--- config.mk ---
export PLATFORM = sky130hd
export DESIGN_NAME = tcm_rw_port_arbiter
export DESIGN_NICKNAME = d
export VERILOG_FILES = /design/src/rtl/tcm_rw_port_arbiter.sv
export SDC_FILE = /design/constraint.sdc
export NUM_CORES = 1
export LEC_CHECK = 0
export ABC_AREA = 1
export BUFFER_PORTS_ARGS = -buffer_cell sky130_fd_sc_hd__buf_4
export CAP_MARGIN = 20
export CORE_AREA = 2 2 94 96
export DETAILED_ROUTE_END_ITERATION = 7
export DIE_AREA = 0 0 96 98
export SYNTH_ARGS = -nofsm -noshare
export SYNTH_HDL_FRONTEND = slang
export SYNTH_SLANG_ARGS = --single-unit
--- constraint.sdc ---
create_clock -name clk -period 3.8 [get_ports clk]
set_input_delay 0.76 -clock clk [delete_from_list [all_inputs] [get_ports clk]]
set_output_delay 0.76 -clock clk [all_outputs]
set_load 0.01 [all_outputs]
--- src/rtl/tcm_rw_port_arbiter.sv ---
// Two-requester arbiter for the TCM read/write port: LSU vs program loader.
// Round-robin with core priority from idle, loader burst lock capped by MAX_BURST.
module tcm_rw_port_arbiter #(
   parameter int unsigned ADDR_W    = 12,
   parameter int unsigned DATA_W    = 32,
   parameter int unsigned MAX_BURST = 16
) (
   input  logic              clk,
   input  logic              cpu_rst,
   input  logic              lsu_req,
   input  logic              lsu_we,
   input  logic [ADDR_W-1:0] lsu_addr,
   input  logic [DATA_W-1:0] lsu_wdata,
   output logic              lsu_gnt,
   output logic              lsu_rvalid,
   output logic [DATA_W-1:0] lsu_rdata,
   output logic              lsu_stall,
   input  logic              ldr_req,
   input  logic              ldr_we,
   input  logic              ldr_lock,
   input  logic [ADDR_W-1:0] ldr_addr,
   input  logic [DATA_W-1:0] ldr_wdata,
   output logic              ldr_gnt,
   output logic              ldr_rvalid,
   output logic [DATA_W-1:0] ldr_rdata,
   output logic              mem_we,
   output logic [ADDR_W-1:0] mem_addr,
   output logic [DATA_W-1:0] mem_wdata,
   input  logic [DATA_W-1:0] mem_rdata
);

   typedef enum logic [1:0] {StIdle, StLsu, StLdr, StLock} state_e;

   localparam int unsigned CntW = $clog2(MAX_BURST + 1);
   localparam logic [CntW-1:0] CntMax = CntW'(MAX_BURST);

   state_e          state_q, state_d;
   logic [CntW-1:0] cnt_q, cnt_d;
   logic            rd_q, rd_d;
   logic            owner_q, owner_d;  // 1 = loader owns the pending read
   logic            lsu_win, ldr_win;

   always_comb begin
      lsu_win = 1'b0;
      ldr_win = 1'b0;
      if (lsu_req && ldr_req) begin
         unique case (state_q)
            StLock:  begin
               if (cnt_q == CntMax) lsu_win = 1'b1;
               else                 ldr_win = 1'b1;
            end
            StLsu:   ldr_win = 1'b1;
            StLdr:   lsu_win = 1'b1;
            default: lsu_win = 1'b1;
         endcase
      end else begin
         lsu_win = lsu_req;
         ldr_win = ldr_req;
      end
      // No grant can be issued while reset is held.
      lsu_win = lsu_win & cpu_rst;
      ldr_win = ldr_win & cpu_rst;
   end

   always_comb begin
      mem_we    = 1'b0;
      mem_addr  = '0;
      mem_wdata = '0;
      state_d   = StIdle;
      cnt_d     = '0;
      rd_d      = 1'b0;
      owner_d   = 1'b0;
      if (lsu_win) begin
         mem_we    = lsu_we;
         mem_addr  = lsu_addr;
         mem_wdata = lsu_wdata;
         state_d   = StLsu;
         rd_d      = ~lsu_we;
      end else if (ldr_win) begin
         mem_we    = ldr_we;
         mem_addr  = ldr_addr;
         mem_wdata = ldr_wdata;
         state_d   = ldr_lock ? StLock : StLdr;
         rd_d      = ~ldr_we;
         owner_d   = 1'b1;
         if (ldr_lock) cnt_d = (cnt_q == CntMax) ? cnt_q : cnt_q + CntW'(1);
      end
   end

   always_ff @(posedge clk or negedge cpu_rst) begin
      if (!cpu_rst) begin
         state_q <= StIdle;
         cnt_q   <= '0;
         rd_q    <= 1'b0;
         owner_q <= 1'b0;
      end else begin
         state_q <= state_d;
         cnt_q   <= cnt_d;
         rd_q    <= rd_d;
         owner_q <= owner_d;
      end
   end

   assign lsu_gnt    = lsu_win;
   assign ldr_gnt    = ldr_win;
   assign lsu_stall  = lsu_req & ~lsu_win;
   assign lsu_rvalid = rd_q & ~owner_q;
   assign ldr_rvalid = rd_q & owner_q;
   assign lsu_rdata  = lsu_rvalid ? mem_rdata : '0;
   assign ldr_rdata  = ldr_rvalid ? mem_rdata : '0;

endmodule

**Yosys cells after proc, flatten, opt, wreduce, memory -nomap -nowiden**

Index checks and enable logic that the tools add are counted.
W data, S select, Z words.

- Add/sub/neg operators: 1
- Equal/unequal tests: 4
- Mux-type cells: 25
- Bitwise operators: 9
- Reduce and logical (&&, ||, !) cells: 1

Operators with widths:

| operator | count |
|---|---|
| $mux W32 | 4 |
| $mux W12 | 2 |
| $mux W5 | 4 |
| $mux W1 | 11 |
| $add A5 B1 Y5 const B | 1 |
| $and A1 B1 Y1 | 5 |
| $eq A5 B5 Y1 const B | 1 |
| $mux W2 | 2 |
| $ne A4 B4 Y1 const B | 1 |
| $not A1 Y1 | 4 |
| $pmux W1 S2 | 2 |
| $eq A2 B1 Y1 const B | 1 |
| $eq A2 B2 Y1 const B | 1 |
| $logic_and A1 B1 Y1 | 1 |

- Register bits: 9

**Longest topological paths before layout**

Gate-level depths: netlist of run 1.

- Depth after elaboration: 7
- Depth in mapped cells: 11
- Gate-level depth less buffers: 9

**Worst setup path before layout of run 1**

No wires, ideal clock.

- Path kind: input port to output port
- Start: input port ldr_req
- End: output port mem_addr[10]
- Data arrival time: 1.502 ns
- Required time: 3.040 ns
- Setup slack: 1.538 ns
- Stages on the path: 6
- Buffers on the path: 2
- Path through: nand2_1 -> inv_1 -> buf_2 -> buf_2 -> nand3_2 -> nand2_1

- Cells in the longest elaborated chain, start to end: 5
- Elaborated cells between the ends (all ways): 7

Ends and longest elaborated chain:

| element | line | source |
|---|---|---|
| start, declared | 18 | `input logic ldr_req,` |
| $logic_and A1 B1 Y1 | 46 | `if (lsu_req && ldr_req) begin` |
| $mux W1 | 46 |  |
| $and A1 B1 Y1 | 62 | `ldr_win = ldr_win & cpu_rst;` |
| $mux W12 | 79 | `end else if (ldr_win) begin` |
| $mux W12 (*) | 73 | `if (lsu_win) begin` |
| end, declared | 27 | `output logic [ADDR_W-1:0] mem_addr,` |

Mark *: on every way between the ends. The rest lies on a longest branch, timed or not.

**Worst setup path in the final report of run 1**

- Start: register cnt_q[0]
- End: output port mem_wdata[31]

- Cells in the longest elaborated chain, start to end: 7
- Elaborated cells between the ends (all ways): 11

Ends and longest elaborated chain:

| element | line | source |
|---|---|---|
| start, declared | 38 | `logic [CntW-1:0] cnt_q, cnt_d;` |
| start signal, assigned | 98 | `cnt_q <= cnt_d;` |
| $eq A5 B5 Y1 (*) | 49 | `if (cnt_q == CntMax) lsu_win = 1'b1;` |
| $mux W1 | 49 |  |
| $pmux W1 S2 | 47 | `unique case (state_q)` |
| $mux W1 | 46 |  |
| $and A1 B1 Y1 | 62 |  |
| $mux W32 | 79 |  |
| $mux W32 (*) | 73 |  |
| end, declared | 28 | `output logic [DATA_W-1:0] mem_wdata,` |

Marks and branches as above.

==> results.py, run 1 <==
metrics = {
    "synth": {
        "synthMuxAreaShare_pct": 0,
        "syn_area_um2": 1720,
        "synth_fp_nets": 444,
        "ys_top_cells_by_area": "nand3_1 22%, nor2_1 15%, nand3_2 13%",
        "synth_edf_count": 0,
        "synth_top_family_by_area": "simple AND/OR/NAND/NOR gates",
        "synth_compound_area_share_pct": 1.02,
        "synth_xor_area_share_pct": 2.03,
        "syn_inst": 315,
        "synth_fa_ha_area_share_pct": 1.45,
        "seq_area_frac_synth_pct": 11.6,
        "synth-main-ff-cell": "dfrtp_1",
        "synth.distinct_cells": 19,
        "yosys_warnings": 0,
        "synth_top_area_share_pct": 21.5,
        "synth-simple-area-share_pct": 64.8,
        "ys_ff_latch": 8,
        "syn_avg_cell_area_um2": 5.47,
        "async_flop_share_pct": 100,
        "yosys.area.top_type": "nand3_1",
    },
    "route": {
        "drc": 0,
        "routed_wl_um": 8250,
        "dr.first_iter.drc_count": 58,
        "first_pass_iters": 4,
        "via_per_inst": 4.34,
        "num_vias": 2801,
        "ant_nets": 0,
        "routedWlPerCell_um": 12.8,
    },
    "final_layout": {
        "nNetsFinal": 668,
        "nFillCells": 905,
        "num_antenna_cells": 0,
        "area_growth_pct": 108,
        "stdcell_count": 645,
        "drive_above_1_share_pct": 51.2,
        "fin_area_um2": 3580,
    },
    "cts": {
        "cts.sinks": 8,
        "tritoncts": "built",
        "numCtsBuffers": 3,
        "cts_resized": 0,
        "post-cts-setup-buffers": 0,
        "cts_max_path_buffers": 2,
        "clock_latency_ns": 0.23,
        "postCtsHoldBufs": 0,
        "root_buffer": "clkbuf_8",
        "path_clk_slew_ns": 0.04,
        "htreeDepth": 1,
    },
    "sta": {
        "layout_min_cycle_time_ns": 3.10,
        "finalHoldViolCount": 0,
        "max_slew_margin_pct": 29.7,
        "fin_setup_tns_ns": 0,
        "clock.fmax_mhz": 322,
        "fin_crit_sh_pct": 81.7,
        "finalMaxSlewViolations": 0,
        "worst_pin_slew_ns": 1.05,
        "clock_skew_ns": 0.000537,
        "hold_slack_ns": 0.347,
        "setup_viol": 0,
        "rsz0062_at_grt": "false",
    },
    "floorplan": {
        "fp.dieH_um": 98,
        "start_util_pct": 20.3,
        "dieArea_um2": 9410,
        "core-area_um2": 8470,
        "io_pins": 241,
        "dieWidth_um": 96,
        "rows": 34,
    },
    "setup_path": {
        "crit_buf_inv": 4,
        "crit_required_ns": 3.04,
        "startpoint_type": "flop",
        "worst_path_max_delay_cell": "buf_4",
        "worst-setup-path-type": "flop to output port",
        "worstPathMaxFanout": 28,
        "arrival_ns": 2.34,
        "path_cells": "inv_1, ha_1, nand2_1, inv_1, nand2_4, nand2_4, nand3_2, buf_4, nand3_1, nand2_1, buf_4",
        "startpoint": "cnt_q[0]",
        "critPathCaptureType": "output port",
        "crit_family": "simple AND/OR/NAND/NOR gates",
        "worst_r2r_startpoint": "cnt_q[0]",
        "slowest_delay_ns": 0.44,
    },
    "placed_design": {
        "hpwl_um": 6950,
        "gp_congestion": 0.821,
        "place.port_buffers": 240,
        "dpl.cell_count": 642,
        "postPlaceCellArea_um2": 3540,
    },
    "global_routing": {
        "track_usage_pct": 16.1,
        "grt_pass1_vias": 2733,
        "grt_max_degree": 48,
        "grt_pass1_wl_um": 12400,
        "overflow": 0,
        "grt_antenna_before_repair": 0,
    },
    "power_and_ir_drop": {
        "p_comb_share_pct": 64.3,
        "p_seq_share_pct": 17.1,
        "p_sw_uw": 193,
        "leakage_uw": 0.00222,
        "swShare_pct": 36.4,
        "vdd_drop_max_v": 0.0000964,
        "finalPower_uw": 531,
        "power.share.clock_pct": 18.7,
        "internal_power_uw": 337,
        "power.density_nw_per_um2": 148,
    },
    "outcome": {
        "outcome": "completed",
    },
    "worst_hold_path": {
        "worst_hold_path_type": "input port to async pin",
    },
    "flow_run": {
        "max-cap-violations": 0,
    },
}
==> synthesized netlist by cell type (4+ instances only) <==
| cell | number |
|---|---|
| nand3_1 | 74 |
| nor2_1 | 70 |
| nand2_1 | 57 |
| inv_1 | 44 |
| nand3_2 | 22 |
| buf_2 | 10 |
| dfrtp_1 | 8 |
| clkbuf_1 | 7 |
| buf_4 | 4 |
| xor2_1 | 4 |
==> cell type report <==
cell class | count | area (µm²) | area share (%)
Timing Repair Buffer | 245 | 1840 | 51.4
Multi-Input combinational cell | 237 | 1200 | 33.5
Tap cell | 108 | 135 | 3.77
Sequential cell | 8 | 200 | 5.59
Inverter | 44 | 165 | 4.61
Clock buffer | 3 | 41.3 | 1.15
==> kinds of logic (layout without fill, tap and decap cells) <==
family / after synthesis / after routing
fa+ha+maj: 2 / 2
flops: 8 / 8
xor+xnor: 4 / 4
compound gates: 3 / 3
simple gates: 228 / 228
buf+inv: 70 / 292
==> cell usage in the layout, fill, tap and decap left out <==
cell type,instances
a31oi_1,2
buf_4,245
clkbuf_8,3
dfrtp_1,8
ha_1,2
inv_1,43
inv_2,1
nand2_1,57
nand2_4,2
nand3_1,73
nand3_2,23
nand3b_1,2
nor2_1,70
nor2_4,1
o21ai_0,1
xor2_1,4
==> state kept, by name, indices dropped and copies added, names as in the netlist <==
signal and cells:
cnt_q 5, rd_q 1, owner_q 1, state_q 1
==> power groups by stage <==
| stage | Clock (µW) | Combinational (µW) | Sequential, µW |
|---|---|---|---|
| floorplan | 0 | 147 | 90.9 |
| global placement | 0 | 341 | 91.3 |
| detailed placement | 0 | 345 | 91.6 |
| CTS | 104 | 345 | 90.4 |
| global route | 105 | 374 | 90.8 |
| finish | 99.1 | 341 | 90.5 |
==> worst paths after layout <==
kind | endpoint | slack (ns) | cells after the start
worst max-delay path | mem_wdata[31] | 0.70 | 11
worst max register to register | state_q[0] | 1.68 | 10
worst min register to register | cnt_q[4] | 0.58 | 2
worst min-delay path | cnt_q[4] | 0.35 | 1
min in group clk | cnt_q[4] | 0.58 | 2
max in group asynchronous | cnt_q[0] | 3.33 | 1
==> per-stage QoR <==
step	setup slack, ns	utilization (%)
after floorplan	1.54	-
after global placement	0.960	41.8
after detailed placement	0.895	41.8
after CTS	0.654	42.3
after global routing	0.511	42.3
final	0.697	42.3
==> metal layers <==
layer	global-route usage (%)	vias up	share of wire, %
li1	-	1424	-
met1	17.2	1217	37
met2	31.6	154	52
met3	3.01	6	10
met4	3.30	0	0.91
met5	0	-	0
Note: power is estimated with default switching activity, not from simulation.
==> run 2: changes to the inputs <==
Settings changed: ABC_AREA 1 to 0.
Clock period 3.8 ns to 2.5 ns, I/O delays scaled along.
==> run 2 against run 1 <==
  * Final area shrank 2.4%
  * Combinational power up 60%
  * Largest power group unchanged
  * Global-route usage decreased by 1.8 points
  * Critical path type unchanged
  * Final cell count down 19%
  * Register-to-register slack worse by 0.95 ns
  * Sequential cell count unchanged
  * Via count is 12% lower
  * Highest routed layer unchanged
  * Worst setup slack worse by 0.65 ns
  * Synthesized area is 14% lower
  * Routed wire length fell by 4.0%
==> results.py, run 2 <==
metrics = {
    "outcome": {
        "outcome": "completed",
    },
    "final_layout": {
        "area_growth_pct": 136,
        "nNetsFinal": 544,
        "top_register": "cnt_q",
        "mostFrequentLayoutCells": "250 x buf_4, 46 x a32o_1, 35 x and2_1",
        "layout_commonest_cell": "buf_4",
        "utilization_pct": 41.3,
        "fin_area_um2": 3490,
        "drive_above_1_share_pct": 63.7,
        "num_antenna_cells": 0,
        "largest_reg_flops": 5,
    },
    "sta": {
        "hold_slack_ns": 0.256,
        "finalMaxSlewViolations": 0,
        "layout_min_cycle_time_ns": 2.45,
        "finalHoldViolCount": 0,
        "clock.fmax_mhz": 408,
        "max_slew_margin_pct": 66.4,
        "worst_pin_slew_ns": 0.491,
        "setup_viol": 0,
        "fin_setup_tns_ns": 0,
        "fin_crit_sh_pct": 98.0,
        "clock_skew_ns": 0.00142,
        "rsz0062_at_grt": "true",
    },
    "synth": {
        "ys_top_cells_by_area": "a32o_1 31%, and2_1 15%, and3_1 14%",
        "synth_edf_count": 0,
        "yosys_warnings": 0,
        "yosys.cell_count.top_type": "a32o_1",
        "syn_area_um2": 1480,
        "syn_avg_cell_area_um2": 8.17,
        "ys_top_cells_by_count": "46 x a32o_1, 35 x and2_1, 32 x and3_1",
        "syn_inst": 181,
        "async_flop_share_pct": 100,
        "yosys.area.top_type": "a32o_1",
        "synth.distinct_cells": 28,
        "synth_fp_nets": 310,
        "ys_ff_latch": 8,
        "seq_area_frac_synth_pct": 13.5,
        "synth-main-ff-cell": "dfrtp_1",
        "synth_top_area_share_pct": 31.1,
    },
    "floorplan": {
        "dieArea_um2": 9410,
        "io_pins": 241,
        "fp.dieH_um": 98,
        "dieWidth_um": 96,
        "core-area_um2": 8470,
        "start_util_pct": 17.5,
        "rows": 34,
    },
    "route": {
        "num_vias": 2466,
        "drc": 0,
        "via_per_inst": 4.73,
        "first_pass_iters": 5,
        "routed_wl_um": 7920,
        "dr.first_iter.drc_count": 82,
        "ant_nets": 0,
        "routedWlPerCell_um": 15.2,
    },
    "placed_design": {
        "postPlaceCellArea_um2": 3370,
        "gp_congestion": 0.778,
        "hpwl_um": 5980,
        "place.port_buffers": 240,
    },
    "global_routing": {
        "grt_pass1_vias": 2293,
        "grt_max_degree": 49,
        "grt_pass1_wl_um": 11000,
        "overflow": 0,
        "track_usage_pct": 14.3,
        "grt_antenna_before_repair": 0,
    },
    "cts": {
        "root_buffer": "clkbuf_8",
        "clock_latency_ns": 0.24,
        "cts_max_path_buffers": 2,
        "tritoncts": "built",
        "postCtsHoldBufs": 0,
        "numCtsBuffers": 3,
        "path_clk_slew_ns": 0.04,
        "htreeDepth": 1,
        "cts.sinks": 8,
    },
    "power_and_ir_drop": {
        "power.density_nw_per_um2": 243,
        "finalPower_uw": 851,
        "vdd_drop_max_v": 0.000122,
        "leakage_uw": 0.00190,
    },
    "setup_path": {
        "worst-setup-path-type": "flop to output port",
        "worstPathMaxFanout": 24,
        "startpoint_type": "flop",
        "worst_path_max_delay_cell": "dfrtp_1",
        "path_cells": "inv_2, ha_4, nand4bb_4, o2111a_2, buf_12, a32o_1, buf_4",
        "arrival_ns": 1.95,
        "slowest_delay_ns": 0.41,
        "critPathCaptureType": "output port",
        "crit_required_ns": 2.00,
    },
    "worst_hold_path": {
        "worst_hold_path_type": "input port to async pin",
    },
    "flow_run": {
        "max-cap-violations": 0,
    },
}
==> run 2: cell types whose count changed after synthesis, sizes merged, moves of 8 or more <==
cell and change:
inv -38, and3 +32, nor2 -69, buf -9
nand3 -94, a32o +46, clkbuf +8, nand2 -55
and2 +35
==> run 2: through the flow <==
step / cells / setup slack [ns]
floorplan: 181 / 0.419
CTS: 515 / 0.00949
finish: 521 / 0.0504
global placement: 511 / 0.253
detailed placement: 511 / 0.226
global route: 521 / -0.00694
==> run 2: critical path: cells and delay by family, from the launching register on <==
kind,cells,cell delay [ns]
buffers and inverters,3,0.42
adder cells (fa/ha/maj),1,0.14
AND/OR/NAND/NOR,1,0.15
AO/OA/AOI/OAI,2,0.59
flip-flops,1,0.41
==> run 2: what timing repair did <==
item,CTS,global route
cloned,0,2
setup endpoints to repair,35,45
pin swaps,1,2
setup buffers,1,4
resized for setup,0,5
==> run 2: power by group <==
part / switching, µW / leakage (µW) / internal, µW
clock network: 61.8 / 0.0000216 / 105
logic: 229 / 0.00177 / 318
registers: 2.35 / 0.000109 / 134
==> run 2: area by class of cell <==
| cell class | count | area (µm²) |
|---|---|---|
| Clock buffer | 3 | 41.3 |
| Fill cell | 864 | 4970 |
| Inverter | 6 | 22.5 |
| Multi-Input combinational cell | 142 | 1140 |
| Sequential cell | 8 | 200 |
| Tap cell | 108 | 135 |
| Timing Repair Buffer | 254 | 1950 |
==> run 2: kinds of logic after synthesis <==
kind of cell	share of synthesized area, %
and+or+nand+nor	33.9
AOI/OAI and AO/OA	38.2
buffers and inverters	10.9
xor gates and xnor gates	1.78
DFF	13.5
adders and majority gates	1.69
==> run 2: worst paths after layout <==
| check | startpoint | end | slack (ns) | depth (start not counted) |
|---|---|---|---|---|
| min in group clk | lsu_req | cnt_q[3] | 0.51 | 2 |
| setup reg to reg | cnt_q[1] | cnt_q[0] | 0.73 | 5 |
| hold / removal | cpu_rst | cnt_q[2] | 0.26 | 2 |
| hold reg to reg | cnt_q[1] | cnt_q[1] | 0.60 | 2 |
| setup / recovery | cnt_q[1] | mem_wdata[13] | 0.05 | 7 |
| max in group asynchronous | cpu_rst | rd_q | 1.96 | 2 |
==> run 2: metal layers <==
metal / vias to the layer above / share of wire (%) / GRT usage [%]
met2: 152 / 53 / 27.8
met3: 7 / 11 / 2.85
li1: 1187 / - / -
met1: 1120 / 35 / 15.3
met5: - / 0 / 0
met4: 0 / 1.3 / 3.52
==> run 3: changes to the inputs <==
Clock period 2.5 ns to 2.8 ns, I/O delays scaled along.
==> run 3 against run 2 <==
  * Combinational power down 14%
  * First-iteration DRC count down 46%
  * Core utilization fell by 1.2 points
  * Final cell count decreased by 1.2%
  * Register-to-register slack better by 0.21 ns
  * Worst setup slack better by 0.064 ns
  * Non-clock buffer count is 6 lower
  * Sequential share of layout area is 0.18 points higher
  * Count of clock-buffer cells in the layout stayed put
  * Critical path depth stayed put
  * Clock power decreased by 11%
  * Sequential power fell by 11%
  * Largest cell class unchanged
==> results.py, run 3 (same netlist as run 2, synthesis figures left out) <==
metrics = {
    "outcome": {
        "outcome": "completed",
    },
    "power_and_ir_drop": {
        "vdd_drop_max_v": 0.000112,
        "leakage_uw": 0.00185,
        "power.density_nw_per_um2": 219,
        "finalPower_uw": 742,
    },
    "final_layout": {
        "fin_area_um2": 3390,
        "top_register": "cnt_q",
        "nNetsFinal": 538,
        "largest_reg_flops": 5,
        "layout_commonest_cell": "buf_4",
        "stdcell_count": 515,
        "num_antenna_cells": 0,
        "drive_above_1_share_pct": 62.2,
        "area_growth_pct": 129,
        "mostFrequentLayoutCells": "248 x buf_4, 46 x a32o_1, 35 x and2_1",
    },
    "setup_path": {
        "critPathCaptureType": "output port",
        "crit_required_ns": 2.24,
        "worst_r2r_startpoint": "cnt_q[0]",
        "arrival_ns": 2.13,
        "worstPathMaxFanout": 47,
        "r2r.worst_path.cells": 6,
        "startpoint_type": "flop",
        "rrSetupSlack_ns": 0.94,
        "worst-setup-path-type": "flop to output port",
        "timing.rr.end": "rd_q",
    },
    "global_routing": {
        "grt_max_degree": 48,
        "grt_antenna_before_repair": 0,
        "grt_pass1_vias": 2172,
        "track_usage_pct": 13.6,
        "grt_pass1_wl_um": 10500,
        "overflow": 0,
    },
    "route": {
        "dr.first_iter.drc_count": 44,
        "num_vias": 2433,
        "routedWlPerCell_um": 14.2,
        "via_per_inst": 4.72,
        "routed_wl_um": 7330,
        "first_pass_iters": 4,
        "ant_nets": 0,
        "drc": 0,
    },
    "floorplan": {
        "dieArea_um2": 9410,
        "core-area_um2": 8470,
        "start_util_pct": 17.5,
        "fp.dieH_um": 98,
        "io_pins": 241,
        "rows": 34,
        "dieWidth_um": 96,
    },
    "cts": {
        "cts_max_path_buffers": 2,
        "clock_latency_ns": 0.24,
        "numCtsBuffers": 3,
        "path_clk_slew_ns": 0.04,
        "tritoncts": "built",
        "postCtsHoldBufs": 0,
        "htreeDepth": 1,
        "post-cts-setup-buffers": 0,
        "cts.sinks": 8,
        "cts_resized": 0,
        "root_buffer": "clkbuf_8",
    },
    "sta": {
        "layout_min_cycle_time_ns": 2.69,
        "clock_skew_ns": 0.00117,
        "max_slew_margin_pct": 66.4,
        "worst_pin_slew_ns": 0.497,
        "finalMaxSlewViolations": 0,
        "fin_crit_sh_pct": 95.9,
        "setup_viol": 0,
        "clock.fmax_mhz": 372,
        "finalHoldViolCount": 0,
        "setup_ws_ns": 0.114,
        "fin_setup_tns_ns": 0,
        "rsz0062_at_grt": "false",
    },
    "placed_design": {
        "place.port_buffers": 240,
        "gp_congestion": 0.784,
        "postPlaceCellArea_um2": 3350,
        "dpl.cell_count": 512,
        "pre_cts_ws_ns": 0.370,
        "hpwl_um": 5890,
    },
    "worst_hold_path": {
        "worst_hold_path_type": "input port to async pin",
    },
    "flow_run": {
        "max-cap-violations": 0,
    },
}
==> run 3: final cells by class <==
class | count | area (µm²)
Clock buffer | 3 | 41.3
Fill cell | 863 | 5080
Inverter | 6 | 22.5
Multi-Input combinational cell | 142 | 1130
Sequential cell | 8 | 200
Tap cell | 108 | 135
Timing Repair Buffer | 248 | 1860
==> run 3: worst max path at each step <==
| stage | start | endpoint | slack [ns] | cells after the start |
|---|---|---|---|---|
| after floorplan | cnt_q[0] | mem_addr[0] | 0.66 | 7 |
| after global placement | lsu_req | mem_addr[3] | 0.40 | 6 |
| after detailed placement | cnt_q[0] | mem_addr[3] | 0.37 | 7 |
| after CTS | cnt_q[0] | mem_addr[3] | 0.11 | 7 |
| after global routing | cnt_q[0] | mem_wdata[13] | 0.03 | 7 |
| final | cnt_q[0] | mem_wdata[13] | 0.11 | 7 |
==> run 3: worst max-delay path: stages (launching register included) <==
cell and delay [ns]:
dfrtp_1 0.40, inv_1 0.09, ha_1 0.21, nand4bb_4 0.18
o2111a_1 0.28, buf_4 0.27, a32o_1 0.29, buf_4 0.15
==> run 3: report_power, final <==
part	internal, µW	switching (µW)
Sequential	120	1.90
Combinational	274	198
Clock	94.0	54.5
Total	487	254
==> run 3: layer usage <==
layer  GRT usage [%]  part of all wire (%)  up-vias
met5               0                     0        -
met4            2.97                  0.83        0
met3            1.93                    11        5
met2            26.5                    54      157
met1            15.1                    34     1100
li1                -                     -     1171
==> run 3: metrics by stage <==
step | util [%] | hold WS, ns
after global placement | 39.6 | 0.573
after global routing | 40.0 | 0.355
after floorplan | - | 0.264
after CTS | 40.0 | 0.333
final | 40.0 | 0.330
after detailed placement | 39.6 | 0.586
